[config.mk]
export PLATFORM = sky130hd
export DESIGN_NAME = vector_store_unit_flat
export DESIGN_NICKNAME = d
export VERILOG_FILES = /design/src/rtl/vector_store_unit_if.sv /design/src/rtl/vector_store_unit.sv /design/src/flat_wrapper.sv
export SDC_FILE = /design/constraint.sdc
export NUM_CORES = 1
export LEC_CHECK = 0
export ABC_AREA = 1
export CAP_MARGIN = 15
export CORE_MARGIN = 1.5
export CORE_UTILIZATION = 56
export DETAILED_ROUTE_END_ITERATION = 6
export PLACE_DENSITY = 0.86
export SYNTH_ARGS = -nofsm -noshare
export SYNTH_HDL_FRONTEND = slang
export SYNTH_SLANG_ARGS = --single-unit
[constraint.sdc]
create_clock -name clk -period 4.55 [get_ports clk]
set_clock_uncertainty 0.1 [all_clocks]
set_input_delay 0.455 -clock clk [delete_from_list [all_inputs] [get_ports clk]]
set_output_delay 0.455 -clock clk [all_outputs]
set_load 0.02 [all_outputs]
[src/rtl/vector_store_unit_if.sv]
// Bus bundle between the vector store unit and its requester / BRAM write port.
// The master side issues store requests and watches the BRAM write stream.
// The slave side is the store unit itself.
interface vector_store_unit_if #(
   parameter int NoOfElem = 16,
   parameter int memDepth = 12,
   parameter int wordSize = 32
);

   // Request side: one full vector register plus its placement
   logic                               start;
   logic [memDepth-1:0]                baseAddr;
   logic [NoOfElem-1:0][wordSize-1:0]  vecIn;
   logic [NoOfElem-1:0]                elemMask;

   // BRAM write port and status
   logic [memDepth-1:0]                memAddr;
   logic [wordSize-1:0]                memDataOut;
   logic                               memWE;
   logic                               memEnable;
   logic                               busy;
   logic                               done;

   modport master (
      output start, baseAddr, vecIn, elemMask,
      input  memAddr, memDataOut, memWE, memEnable, busy, done
   );

   modport slave (
      input  start, baseAddr, vecIn, elemMask,
      output memAddr, memDataOut, memWE, memEnable, busy, done
   );

endinterface

[src/rtl/vector_store_unit.sv]
// Vector store unit: captures one vector register and a base address, then
// streams the elements into BRAM one word per cycle at consecutive addresses.
// Masked-off elements still take their cycle so the store latency is fixed
// at NoOfElem+1 cycles of busy, which holds off the fetch unit's reads.
module vector_store_unit #(
   parameter int NoOfElem = 16,
   parameter int memDepth = 12,
   parameter int wordSize = 32
) (
   input  logic               clk,
   input  logic               RESET,
   vector_store_unit_if.slave bus
);

   localparam int              IdxW    = $clog2(NoOfElem);
   localparam logic [IdxW-1:0] LastIdx = IdxW'(NoOfElem - 1);

   typedef enum logic [1:0] {
      IDLE,
      WRITE,
      DONE
   } state_t;

   state_t                             state_q, state_d;
   logic [IdxW-1:0]                    idx_q, idx_d;
   logic [IdxW-1:0]                    idx_inc;

   // Private copies of the request; the requester may change its inputs
   // as soon as the store has been accepted.
   logic [NoOfElem-1:0][wordSize-1:0]  shadow_vec_q, shadow_vec_d;
   logic [NoOfElem-1:0]                shadow_mask_q, shadow_mask_d;
   logic [memDepth-1:0]                shadow_base_q, shadow_base_d;

   // Registered outputs: nothing reaches the BRAM port combinationally.
   logic [memDepth-1:0]                addr_q, addr_d;
   logic [wordSize-1:0]                data_q, data_d;
   logic                               we_q, we_d;
   logic                               en_q, en_d;
   logic                               busy_q, busy_d;
   logic                               done_q, done_d;

   assign idx_inc = idx_q + IdxW'(1);

   // Next-state and next-output decode for the store sequencer
   always_comb begin
      // NOTE: every variable gets a hold value before the case so that no
      // path through the decode leaves it unassigned (which would infer a latch).
      state_d       = state_q;
      idx_d         = idx_q;
      shadow_vec_d  = shadow_vec_q;
      shadow_mask_d = shadow_mask_q;
      shadow_base_d = shadow_base_q;
      addr_d        = addr_q;
      data_d        = data_q;
      we_d          = we_q;
      en_d          = en_q;
      busy_d        = busy_q;
      done_d        = done_q;

      case (state_q)
         IDLE: begin
            addr_d = '0;
            data_d = '0;
            we_d   = 1'b0;
            en_d   = 1'b0;
            busy_d = 1'b0;
            done_d = 1'b0;
            if (bus.start) begin
               shadow_vec_d  = bus.vecIn;
               shadow_mask_d = bus.elemMask;
               shadow_base_d = bus.baseAddr;
               state_d       = WRITE;
               idx_d         = '0;
               // Element 0 goes out straight from the request inputs so the
               // first write lands in the cycle right after acceptance.
               addr_d        = bus.baseAddr;
               data_d        = bus.vecIn[0];
               we_d          = bus.elemMask[0];
               en_d          = 1'b1;
               busy_d        = 1'b1;
            end
         end

         WRITE: begin
            if (idx_q == LastIdx) begin
               state_d = DONE;
               we_d    = 1'b0;
               en_d    = 1'b0;
               done_d  = 1'b1;
               busy_d  = 1'b1;
            end else begin
               idx_d  = idx_inc;
               // Address wraps silently at the top of the BRAM.
               addr_d = shadow_base_q + memDepth'(idx_inc);
               data_d = shadow_vec_q[idx_inc];
               we_d   = shadow_mask_q[idx_inc];
               en_d   = 1'b1;
               busy_d = 1'b1;
            end
         end

         DONE: begin
            state_d = IDLE;
            addr_d  = '0;
            data_d  = '0;
            we_d    = 1'b0;
            en_d    = 1'b0;
            busy_d  = 1'b0;
            done_d  = 1'b0;
         end

         default: begin
            state_d = IDLE;
         end
      endcase
   end

   // State, shadow and output registers with asynchronous abort on RESET
   always_ff @(posedge clk or negedge RESET) begin
      if (!RESET) begin
         state_q       <= IDLE;
         idx_q         <= '0;
         // NOTE: the shadow copy is plain flops, not a RAM, so it is cleared
         // on reset like any other state and never leaks a stale vector.
         shadow_vec_q  <= '0;
         shadow_mask_q <= '0;
         shadow_base_q <= '0;
         addr_q        <= '0;
         data_q        <= '0;
         we_q          <= 1'b0;
         en_q          <= 1'b0;
         busy_q        <= 1'b0;
         done_q        <= 1'b0;
      end else begin
         // NOTE: non-blocking assignments keep every register sampling the
         // pre-edge values, independent of statement order.
         state_q       <= state_d;
         idx_q         <= idx_d;
         shadow_vec_q  <= shadow_vec_d;
         shadow_mask_q <= shadow_mask_d;
         shadow_base_q <= shadow_base_d;
         addr_q        <= addr_d;
         data_q        <= data_d;
         we_q          <= we_d;
         en_q          <= en_d;
         busy_q        <= busy_d;
         done_q        <= done_d;
      end
   end

   assign bus.memAddr    = addr_q;
   assign bus.memDataOut = data_q;
   assign bus.memWE      = we_q;
   assign bus.memEnable  = en_q;
   assign bus.busy       = busy_q;
   assign bus.done       = done_q;

endmodule

[src/flat_wrapper.sv]
// flat-port wrapper written by rule: the top's interface ports become plain ports
module vector_store_unit_flat 
#(
   parameter int NoOfElem = 16,
   parameter int memDepth = 12,
   parameter int wordSize = 32
)
  (clk, RESET, bus_start, bus_baseAddr, bus_vecIn, bus_elemMask, bus_memAddr, bus_memDataOut, bus_memWE, bus_memEnable, bus_busy, bus_done);
  vector_store_unit_if #(.NoOfElem(NoOfElem), .memDepth(memDepth), .wordSize(wordSize)) bus_i ();
  input  logic clk;
  input  logic RESET;
  input wire logic [$bits(bus_i.start)-1:0] bus_start;
  input wire logic [$bits(bus_i.baseAddr)-1:0] bus_baseAddr;
  input wire logic [$bits(bus_i.vecIn)-1:0] bus_vecIn;
  input wire logic [$bits(bus_i.elemMask)-1:0] bus_elemMask;
  output wire logic [$bits(bus_i.memAddr)-1:0] bus_memAddr;
  output wire logic [$bits(bus_i.memDataOut)-1:0] bus_memDataOut;
  output wire logic [$bits(bus_i.memWE)-1:0] bus_memWE;
  output wire logic [$bits(bus_i.memEnable)-1:0] bus_memEnable;
  output wire logic [$bits(bus_i.busy)-1:0] bus_busy;
  output wire logic [$bits(bus_i.done)-1:0] bus_done;
  assign bus_i.start = bus_start;
  assign bus_i.baseAddr = bus_baseAddr;
  assign bus_i.vecIn = bus_vecIn;
  assign bus_i.elemMask = bus_elemMask;
  assign bus_memAddr = bus_i.memAddr;
  assign bus_memDataOut = bus_i.memDataOut;
  assign bus_memWE = bus_i.memWE;
  assign bus_memEnable = bus_i.memEnable;
  assign bus_busy = bus_i.busy;
  assign bus_done = bus_i.done;
  vector_store_unit #(.NoOfElem(NoOfElem), .memDepth(memDepth), .wordSize(wordSize)) u_core (.clk(clk), .RESET(RESET), .bus(bus_i));
endmodule
==> impl_metrics.toml <==
[route]
routed_wl_mm = 106
vias = 27756
viasPerCell = 5.60
antenna_left = 0
drt_iter0_drc = 3983
first_pass_iters = 7
wl_per_cell_um = 21.3
drc = 1

[logic_synthesis]
synthAdderAreaFrac_pct = 0.462
syn-num-nets = 4326
ys_types = 31
yosysTopAreaCell = "dfrtp_1"
synth.mux.area_fraction_pct = 0
yosys_register_bits = 594
syn-cell-area_sq_mm = 0.0287
synth-edff-count = 0
yosysWarnings = 0
async_flop_share_pct = 100
synth_area_per_cell_sq_um = 7.60
synth_area_leaders = "dfrtp_1 52%, nand2_1 16%, o21ai_0 9.2%"
ys_seq_area_share_pct = 51.8
synth.top_cell.area_share_pct = 51.8
synth_compound_area_share_pct = 11.0
synthSimpleGateAreaFrac_pct = 25.1
synth_top_family_by_area = "simple AND/OR/NAND/NOR gates"
synthFlopType = "dfrtp_1"
synthXorXnorAreaFrac_pct = 0.222
synthCells = 3773

[placed_design]
io_buffers = 590
place_inst = 4830
place.gp.congestion = 0.996
dp_hpwl_mm = 75.9

[floorplan]
ios = 591
initial_core_util_pct = 56.9
die_h_um = 229
rows = 82
dieArea_sq_mm = 0.0526
die_x_um = 229
core_region_area_sq_mm = 0.0504

[critical_path]
r2r_cells = 13
cp.required_ns = 4.97
end_kind = "register"
worstSetupPathType = "reg -> reg"
r2r_end = "u_core.bus.memAddr[5]"
r2r_start = "u_core.idx_q[0]"
r2r_slack_ns = 1.34
path_max_fanout = 31
crit_arrival_ns = 3.63
start_kind = "register"

[global_route]
grt_busiest_layer = "met2"
grt_pass1_wl_mm = 158
grt_max_degree = 167
grtUsageMet3_pct = 9.51
grt_pass1_vias = 26653
antenna_found_initial = 22
grt_use_met1_pct = 50.3
globalRoute.totalOverflow = 0
met2_usage_pct = 63.1
globalRouteTotalUtil_pct = 40.0

[cts]
ctsResizeCount = 0
clk-insertion-delay-late_ns = 0.64
cts_buffer_depth = 3
clock-sinks = 594
cts_buffers = 61
htreeDepth = 2
cts_tree = "built"
cts.clk_slew.worst_paths_ns = 0.06
post-cts-setup-buffers = 0
root_buffer = "clkbuf_16"

[sta]
worstMarginPinSlew_ns = 1.08
whs_ns = 0.276
final-hold-violation-count = 0
slew_violations = 0
finalSetupTns_ns = 0
max_freq_mhz = 312
rsz0062_at_grt = "no"
min_period_over_period_pct = 70.5
slew-limit-headroom_pct = 28.1
setup-violations-final = 0
period_needed_ns = 3.21

[flow_run]
maxCapViolations = 0

[cells_and_area]
drive_gt1_share_pct = 3.35
most-common-layout-cells = "1208 x nand2_1, 593 x dfrtp_1, 589 x clkdlybuf4s50_1, 540 x inv_1, 529 x o21ai_0"
final_common_cell = "nand2_1"
area_delta_synth_final_pct = 27.7
layout.cells.non_filler = 4956
postLayoutCoreUtil_pct = 72.7
fin_nets = 4775

[hold_path]
hold_depth = 3
holdCritPathClass = "in -> reg"
hold_end = "u_core.shadow_vec_q[97]"
holdCritStartpoint = "bus_vecIn[97]"

[power]
fin_total_pwr_mw = 24.7
p_leak_nw = 17.7
peakVddDrop_mv = 0.635
powerDensity_mw_per_mm2 = 674

[run_status]
violations = "DRC"
outcome = "finished with violations"
metrics by stage:
stage	instance area (sq um)	setup WS, ns
finish	36600	1.34
global route	36600	1.15
CTS	36600	1.40
detailed placement	34700	1.40
global placement	34700	1.47
floorplan	28700	2.08
critical path, cell delays in order, from the launching register on:
cell and delay (ns):
dfrtp_4 0.74, ha_4 0.21, inv_1 0.04, nand2_1 0.09, nand2_4 0.25, inv_2 0.42, ha_1 0.36, nand3_1 0.10
nand3_1 0.16, nand2_1 0.11, nand2_1 0.10, or2_2 0.28, nand2_1 0.07, a21oi_1 0.05
power by group:
group          internal, mW  total, mW  switching [mW]  leakage, nW
logic                  3.52       11.3            7.81         9.48
clock network          2.66       4.77            2.10        0.915
registers              7.65       8.58           0.931         7.34
timing repair:
action / in CTS / in global routing
hold endpoints to repair: 91 / 0
setup endpoints to repair: 0 / 0
hold buffers: 1 / 0
cell usage after synthesis, types with 2 or more instances:
library cell / number
buf_1: 7
ha_1: 9
nor2_1: 54
o21ai_0: 529
dfrtp_1: 594
clkbuf_1: 71
nand4_1: 2
nand2_4: 2
nand3_1: 476
buf_6: 10
buf_2: 148
a21oi_1: 91
nand2_2: 2
nand2_1: 1208
inv_1: 540
xor2_4: 2
inv_2: 5
buf_4: 7
o22ai_1: 4
layout make-up:
type	instances	area [sq um]
sequential	594	14900
clock inverter	15	108
fill	3742	13700
antenna	21	52.6
inverter	546	2070
timing repair buffer	629	6380
multi-input combinational	2390	10600
tap	672	841
clock buffer	89	1730
registers in the layout, indices dropped and copies added, names as in the netlist:
signal	cells
u_core.bus.memEnable	1
u_core.bus.memWE	1
u_core.bus.busy	1
u_core.shadow_base_q	12
u_core.bus.memAddr	12
u_core.shadow_mask_q	16
u_core.bus.done	1
u_core.shadow_vec_q	512
u_core.state_q	2
u_core.bus.memDataOut	32
u_core.idx_q	4
cells by family (layout without fill, tap and decap cells):
family                   Yosys count  after routing
AND/OR/NAND/NOR                 1749           1749
buffers and inverters            789           1279
AO/OA/AOI/OAI                    628            628
flip-flops                       594            594
adder cells (fa/ha/maj)           10             10
XOR/XNOR                           3              3
other                              0             21
how the worst max path moves through the flow:
stage               startpoint               endpoint  slack, ns  cells after the start
4_1_cts        u_core.idx_q[0]  u_core.bus.memAddr[5]       1.40                     13
3_3_place_gp   u_core.idx_q[0]  u_core.bus.memAddr[5]       1.47                     13
6_report       u_core.idx_q[0]  u_core.bus.memAddr[5]       1.34                     13
3_5_place_dp   u_core.idx_q[0]  u_core.bus.memAddr[5]       1.40                     13
2_1_floorplan  u_core.idx_q[1]  u_core.bus.memAddr[8]       2.08                     13
5_1_grt        u_core.idx_q[0]  u_core.bus.memAddr[5]       1.15                     13
layer usage:
| layer | routed length, um | up-vias |
|---|---|---|
| met2 | 49200 | 1733 |
| met1 | 38300 | 13014 |
| met5 | 84 | - |
| li1 | - | 12677 |
| met4 | 6930 | 12 |
| met3 | 11200 | 320 |
Power figures use the tool's default switching activity.
